`config.mk`:
```
export PLATFORM = sky130hd
export DESIGN_NAME = wb_stage
export DESIGN_NICKNAME = d
export VERILOG_FILES = /design/src/rtl/wb_stage_pkg.sv /design/src/rtl/wb_stage_load_align.sv /design/src/rtl/wb_stage.sv
export SDC_FILE = /design/constraint.sdc
export NUM_CORES = 1
export LEC_CHECK = 0
export ABC_AREA = 0
export BUFFER_PORTS_ARGS = -buffer_cell sky130_fd_sc_hd__buf_4
export CORE_MARGIN = 2
export CORE_UTILIZATION = 32
export CTS_CLUSTER_DIAMETER = 120
export DETAILED_ROUTE_END_ITERATION = 7
export PLACE_DENSITY = 0.82
export SLEW_MARGIN = 20
export SYNTH_ARGS = -nofsm -noshare
export SYNTH_HDL_FRONTEND = slang
export SYNTH_HIERARCHICAL = 1
export SYNTH_SLANG_ARGS = --single-unit
```
`constraint.sdc`:
```
create_clock -name clk -period 0.9 [get_ports clk]
set_clock_uncertainty 0.05 [all_clocks]
set_input_delay 0.045 -clock clk [delete_from_list [all_inputs] [get_ports clk]]
set_output_delay 0.045 -clock clk [all_outputs]
set_load 0.02 [all_outputs]
```
`src/rtl/wb_stage_pkg.sv`:
```
// Shared pipeline definitions used by the MEM and WB stages.
// Holds the load-size encodings and the register-file address width.
package wb_stage_pkg;

   localparam int REG_ADDR_W = 5;

   typedef enum logic [1:0] {
      LD_WORD = 2'b00,
      LD_HALF = 2'b01,
      LD_BYTE = 2'b10,
      LD_RSVD = 2'b11
   } ld_size_e;

endpackage : wb_stage_pkg

```
`src/rtl/wb_stage_load_align.sv`:
```
// Sub-word load extraction: selects a byte or halfword lane from the read word
// (little-endian) and sign- or zero-extends it to the full datapath width.
module load_align
   import wb_stage_pkg::*;
#(
   parameter int DATA_W = 32
) (
   input  logic [DATA_W-1:0] m_o,
   input  logic [1:0]        ld_size,
   input  logic              ld_signed,
   input  logic [1:0]        addr_lo,
   output logic [DATA_W-1:0] ld_data
);

   logic [7:0]        byte_s;
   logic [15:0]       half_s;
   logic              byte_fill_s;
   logic              half_fill_s;
   logic [DATA_W-1:0] ld_data_s;

   // Lane selection and extension; the reserved size encoding behaves as a word load.
   always_comb begin
      byte_s      = m_o[{addr_lo, 3'b000} +: 8];
      half_s      = m_o[{addr_lo[1], 4'b0000} +: 16];
      byte_fill_s = ld_signed & byte_s[7];
      half_fill_s = ld_signed & half_s[15];
      ld_data_s   = m_o;
      case (ld_size)
         LD_BYTE: ld_data_s = {{(DATA_W-8){byte_fill_s}}, byte_s};
         LD_HALF: ld_data_s = {{(DATA_W-16){half_fill_s}}, half_s};
         LD_WORD: ld_data_s = m_o;
         default: ld_data_s = m_o;
      endcase
   end

   assign ld_data = ld_data_s;

endmodule : load_align

```
`src/rtl/wb_stage.sv`:
```
// Writeback stage: selects ALU or load data for the register file, qualifies
// the write enable against r0 and keeps a one-cycle forwarding copy.
module wb_stage
   import wb_stage_pkg::*;
#(
   parameter int DATA_W     = 32,
   parameter int LOAD_ALIGN = 0
) (
   input  logic                  clk,
   input  logic                  rst,
   input  logic [DATA_W-1:0]     r_alu,
   input  logic [DATA_W-1:0]     m_o,
   input  logic                  m2reg,
   input  logic                  wreg,
   input  logic [REG_ADDR_W-1:0] wn,
   input  logic [1:0]            ld_size,
   input  logic                  ld_signed,
   input  logic [1:0]            addr_lo,
   output logic [DATA_W-1:0]     wdi,
   output logic                  we_out,
   output logic [REG_ADDR_W-1:0] wn_out,
   output logic [DATA_W-1:0]     fwd_data,
   output logic [REG_ADDR_W-1:0] fwd_wn,
   output logic                  fwd_valid
);

   logic [DATA_W-1:0]     load_data_s;
   logic [DATA_W-1:0]     wdi_s;
   logic                  we_s;
   logic [DATA_W-1:0]     fwd_data_r;
   logic [REG_ADDR_W-1:0] fwd_wn_r;
   logic                  fwd_valid_r;

   generate
      if (LOAD_ALIGN == 1) begin : g_align
         load_align #(
            .DATA_W (DATA_W)
         ) u_load_align (
            .m_o       (m_o),
            .ld_size   (ld_size),
            .ld_signed (ld_signed),
            .addr_lo   (addr_lo),
            .ld_data   (load_data_s)
         );
      end else begin : g_pass
         // Sub-word controls have no meaning on this path; fold them into a sink.
         logic unused_ld_s;
         assign unused_ld_s = ^{ld_size, ld_signed, addr_lo};
         assign load_data_s = m_o;
      end
   endgenerate

   // Writeback mux and r0-suppressed write enable, no clock latency.
   always_comb begin
      wdi_s = r_alu;
      if (m2reg) begin
         wdi_s = load_data_s;
      end else begin
         wdi_s = r_alu;
      end
      we_s = wreg & (wn != 5'd0);
   end

   // Forwarding copy of last cycle's writeback; reset wins over capture.
   always_ff @(posedge clk) begin
      if (rst) begin
         fwd_data_r  <= '0;
         fwd_wn_r    <= 5'd0;
         fwd_valid_r <= 1'b0;
      end else begin
         fwd_data_r  <= wdi_s;
         fwd_wn_r    <= wn;
         fwd_valid_r <= we_s;
      end
   end

   assign wdi       = wdi_s;
   assign we_out    = we_s;
   assign wn_out    = wn;
   assign fwd_data  = fwd_data_r;
   assign fwd_wn    = fwd_wn_r;
   assign fwd_valid = fwd_valid_r;

endmodule : wb_stage

```
# Yosys cells after proc, flatten, opt, wreduce, memory -nomap -nowiden
# Cells that the tools add are included.
# Widths: inputs -> output; s select.
[word_totals] ff_bits=38 in_bits=78 word_cells=6
[classes] n_mux=1 bitwise=1 reduce_logical=1
[op_table] op="$mux 32" count=1
[op_table] op="$reduce_bool 5->1" count=1
[op_table] op="$and 1x1->1" count=1

# Longest topological paths before layout
[depth] depth_word=2 depth_mapped=4 ltp_nobuf=2

# Worst setup path before layout
# No wires, ideal clock.
[synth_path] path_kind="in2reg" from="input m2reg" to="register fwd_data_r[10] (netlist: fwd_data[10])" setup_time_ns=0.128 arrival_time_ns=0.775 required_ns=0.722 slack_ns=-0.053 stages=4 path_buffers=2 cell_sequence="buf_6 -> buf_6 -> mux2_4 -> nor2b_1"
[synth_between] elab_chain_len=1
[synth_lines] item="from (decl)" line_no="wb_stage.sv:13" text="input logic m2reg,"
[synth_lines] item="$mux 32" line_no="wb_stage.sv:56" text="if (m2reg) begin"
[synth_lines] item="net wdi[10]" line_no="wb_stage.sv:19" text="output logic [DATA_W-1:0] wdi,"
[synth_lines] item="to (signal assigned)" line_no="wb_stage.sv:71" text="fwd_data_r <= wdi_s;"
[synth_lines] item="to (decl)" line_no="wb_stage.sv:30" text="logic [DATA_W-1:0] fwd_data_r;"
# The timed path passes the listed nets, and every way through them passes these cells.
# A chain may end at the register's enable or synchronous reset.

# Worst setup path in the final report
[layout_path] from="input m2reg" to="output wdi[10]"
[layout_between] elab_chain_len=1
[layout_lines] item="$mux 32" line_no="wb_stage.sv:56"
[layout_lines] item="to (decl)" line_no="wb_stage.sv:19"
# No other way between the ends.

==> summary.txt <==
Die
  • Die X: 74.5 µm
  • Effective utilization at floorplan: 33.4%
  • Die Area: 5550 µm²
  • Standard cell core area: 4750 µm²
  • Row count: 25
  • Height of the die: 74.5 µm
  • Top-Level Pins: 154

GRT
  • GRT Util Overall: 15.3%
  • Largest net degree at the start of global routing: 22
  • Vias in the first global route: 1466
  • Number of antenna violations at the first check in global routing: 0
  • Global-route wire length before repair: 6350 µm
  • Grt ovf: 0

Placement
  • Count of input and output buffers: 148
  • Routability congestion estimate: 0.681
  • Half-perimeter wire length of the detailed placement result: 3480 µm
  • Total placed cells including tap cells: 331

Worst setup path
  • Max FO, Critical Path: 9
  • Critical path class: input pin to output pin
  • Startpoint type of the worst setup path: input pin
  • Setup crit end kind: output pin
  • Endpoint required time on the critical path: 0.81 ns
  • Arr. time, crit path: 0.78 ns

Timing
  • # setup viols final: 0
  • Headroom to the max-slew limit: 84.3%
  • Transition time at the pin with the least slew margin: 0.235 ns
  • Final count of hold timing violations: 0
  • Max-slew violation count: 0
  • Final critical-path share of the clock period: 97.6%
  • Tmin final: 0.879 ns
  • Worst-case hold slack: 0.0334 ns
  • Maximum clock frequency: 1.14 GHz
  • Setup repair after global routing missed its margin: false

Yosys
  • Post-synth top flop: sky130_fd_sc_hd__dfxtp_1
  • Synthesis Warnings: 6
  • Mapped Area: 1590 µm²
  • Leading cell types by total area after synthesis: sky130_fd_sc_hd__dfxtp_1 (48%), sky130_fd_sc_hd__mux2_4 (28%), sky130_fd_sc_hd__nor2b_1 (14%)
  • Number of instances in the synthesized netlist: 125
  • Number of enable-type register cells in the synthesized netlist: 0
  • Proportion of synthesized flip-flops having asynchronous set or reset: 0%
  • Syn Nets: 203
  • Cell taking the most area after synthesis: sky130_fd_sc_hd__dfxtp_1
  • Register bit count reported by yosys: 38
  • Leading cell type by number of instances after synthesis: sky130_fd_sc_hd__dfxtp_1
  • Cell variety after synth: 15
  • Most frequent cells after synthesis: sky130_fd_sc_hd__dfxtp_1 (38), sky130_fd_sc_hd__nor2b_1 (36), sky130_fd_sc_hd__mux2_4 (30)
  • Share of the synthesized area in the top cell type: 47.8%
  • Sequential element share of the synthesized area: 47.8%
  • Mean instance size in the synthesized netlist: 12.7 µm²

Status
  • Result of the run: finished clean

Finish
  • Relative area change from synthesis to final layout: 88.7%
  • Layout cells sized above 1: 69.2%
  • Number of nets in the layout: 358
  • Diodes inserted: 0
  • Filler cells: 418
  • Final std cells w/o fill: 346

Drt
  • Vias after detailed routing: 1455
  • M1 WL: 1540 µm
  • Number of vias per cell after detailed routing: 4.21
  • Routed length on met3: 338 µm
  • Number of routed nets with antenna violations: 0
  • Number of DRC markers after the initial detailed-route iteration: 19
  • Post-detailed-route DRC marker count: 0
  • Amount of wire on met2 after detailed routing: 2690 µm
  • Final Routed Wirelength: 4620 µm
  • 1st-pass router iterations: 2
  • Wire length per cell: 13.3 µm
  • Top routing layer in use: met4

CTS
  • Number of H-tree levels: 2
  • Worst-path clk slew: 0.06 ns
  • Clk sink count: 38
  • Root cell of the clock tree: sky130_fd_sc_hd__clkbuf_8
  • Maximum count of clock buffers along a single path: 2
  • CTS tree: built
  • Total clock buffers created by CTS: 5

Job
  • Max Cap Viol: 0

Power
  • Leakage dissipation: 1.53 nW
  • VDD IR max: 737 µV
  • Power density over cell area: 1440 nW/µm²

Worst hold path
  • Path type of the worst min-delay path: input pin to register
[kinds of logic (layout without fill, tap and decap cells)]
family	count (synthesis)	in the layout	share of synthesized area (%)
simple gates	39	39	15.2
flops	38	38	47.8
mux	32	32	29.7
buf+inv	14	168	6.45
compound gates	2	2	0.787
[sequential cells by signal, indices dropped and copies added (netlist names)]
name,cells
fwd_wn,5
fwd_valid,1
fwd_data,32
[cell usage in the layout (no fill, tap or decap)]
| master | netlist | layout |
|---|---|---|
| sky130_fd_sc_hd__nor2b_1 | 36 | 36 |
| sky130_fd_sc_hd__a21oi_1 | 1 | 1 |
| sky130_fd_sc_hd__buf_16 | 0 | 2 |
| sky130_fd_sc_hd__clkbuf_8 | 0 | 6 |
| sky130_fd_sc_hd__inv_1 | 1 | 1 |
| sky130_fd_sc_hd__nand2b_1 | 1 | 1 |
| sky130_fd_sc_hd__buf_6 | 4 | 2 |
| sky130_fd_sc_hd__dlygate4sd3_1 | 0 | 7 |
| sky130_fd_sc_hd__nor4_4 | 0 | 1 |
| sky130_fd_sc_hd__a21boi_0 | 1 | 1 |
| sky130_fd_sc_hd__mux2_2 | 2 | 1 |
| sky130_fd_sc_hd__buf_12 | 0 | 4 |
| sky130_fd_sc_hd__nor2_1 | 1 | 1 |
| sky130_fd_sc_hd__buf_4 | 5 | 146 |
| sky130_fd_sc_hd__dfxtp_1 | 38 | 38 |
| sky130_fd_sc_hd__mux2_4 | 30 | 31 |
[final timing paths]
| kind | cells after the start | endpoint | slack, ns | start |
|---|---|---|---|---|
| worst max-delay path | 4 | wdi[10] | 0.02 | m2reg |
| worst min-delay path | 3 | fwd_valid | 0.03 | wn[4] |
[layer usage]
layer / vias to the layer above / global-route usage [%]
li1: 708 / -
met4: 0 / 5.56
met1: 670 / 14.0
met5: - / 0
met2: 73 / 31.2
met3: 4 / 4.34
[final cells by class]
type                            instances  area, µm²  area share [%]
Timing Repair Buffer                  161       1320            44.1
Sequential cell                        38        761            25.4
Tap cell                               67       83.8            2.79
Clock buffer                            6       82.6            2.75
Multi-Input combinational cell         73        746            24.9
Inverter                                1       3.75           0.125
[stage by stage]
step	utilization, %	power, mW	cell area (µm²)	setup WS (ns)	setup TNS, ns
2_1_floorplan	-	2.55	1610	-0.0435	-1.28
3_3_place_gp	57.9	3.16	2750	-0.0986	-2.16
3_5_place_dp	57.9	3.18	2750	-0.106	-2.66
4_1_cts	62.9	4.37	2990	-0.000553	-0.000553
5_1_grt	63.1	4.51	3000	0.00313	0
6_report	63.1	4.32	3000	0.0212	0
[power by group]
| group | internal [mW] | total [mW] | switching [mW] |
|---|---|---|---|
| Sequential | 1.79 | 1.82 | 0.0281 |
| Combinational | 0.787 | 1.39 | 0.606 |
| Clock | 0.590 | 1.11 | 0.517 |
| Total | 3.17 | 4.32 | 1.15 |
[worst max-delay path, stage by stage]
cell	delay, ns
sky130_fd_sc_hd__buf_12	0.12
sky130_fd_sc_hd__buf_12	0.14
sky130_fd_sc_hd__mux2_4	0.30
sky130_fd_sc_hd__buf_4	0.16
[timing repair]
| action | CTS | global route |
|---|---|---|
| hold endpoints to repair | 6 | 0 |
| hold buffers | 7 | 0 |
| endpoints found under the setup margin | 20 | 2 |
| gates resized for setup | 8 | 2 |
| setup buffers | 0 | 0 |
| gates cloned | 2 | 0 |
No activity file was read; power rests on OpenSTA's default activity.
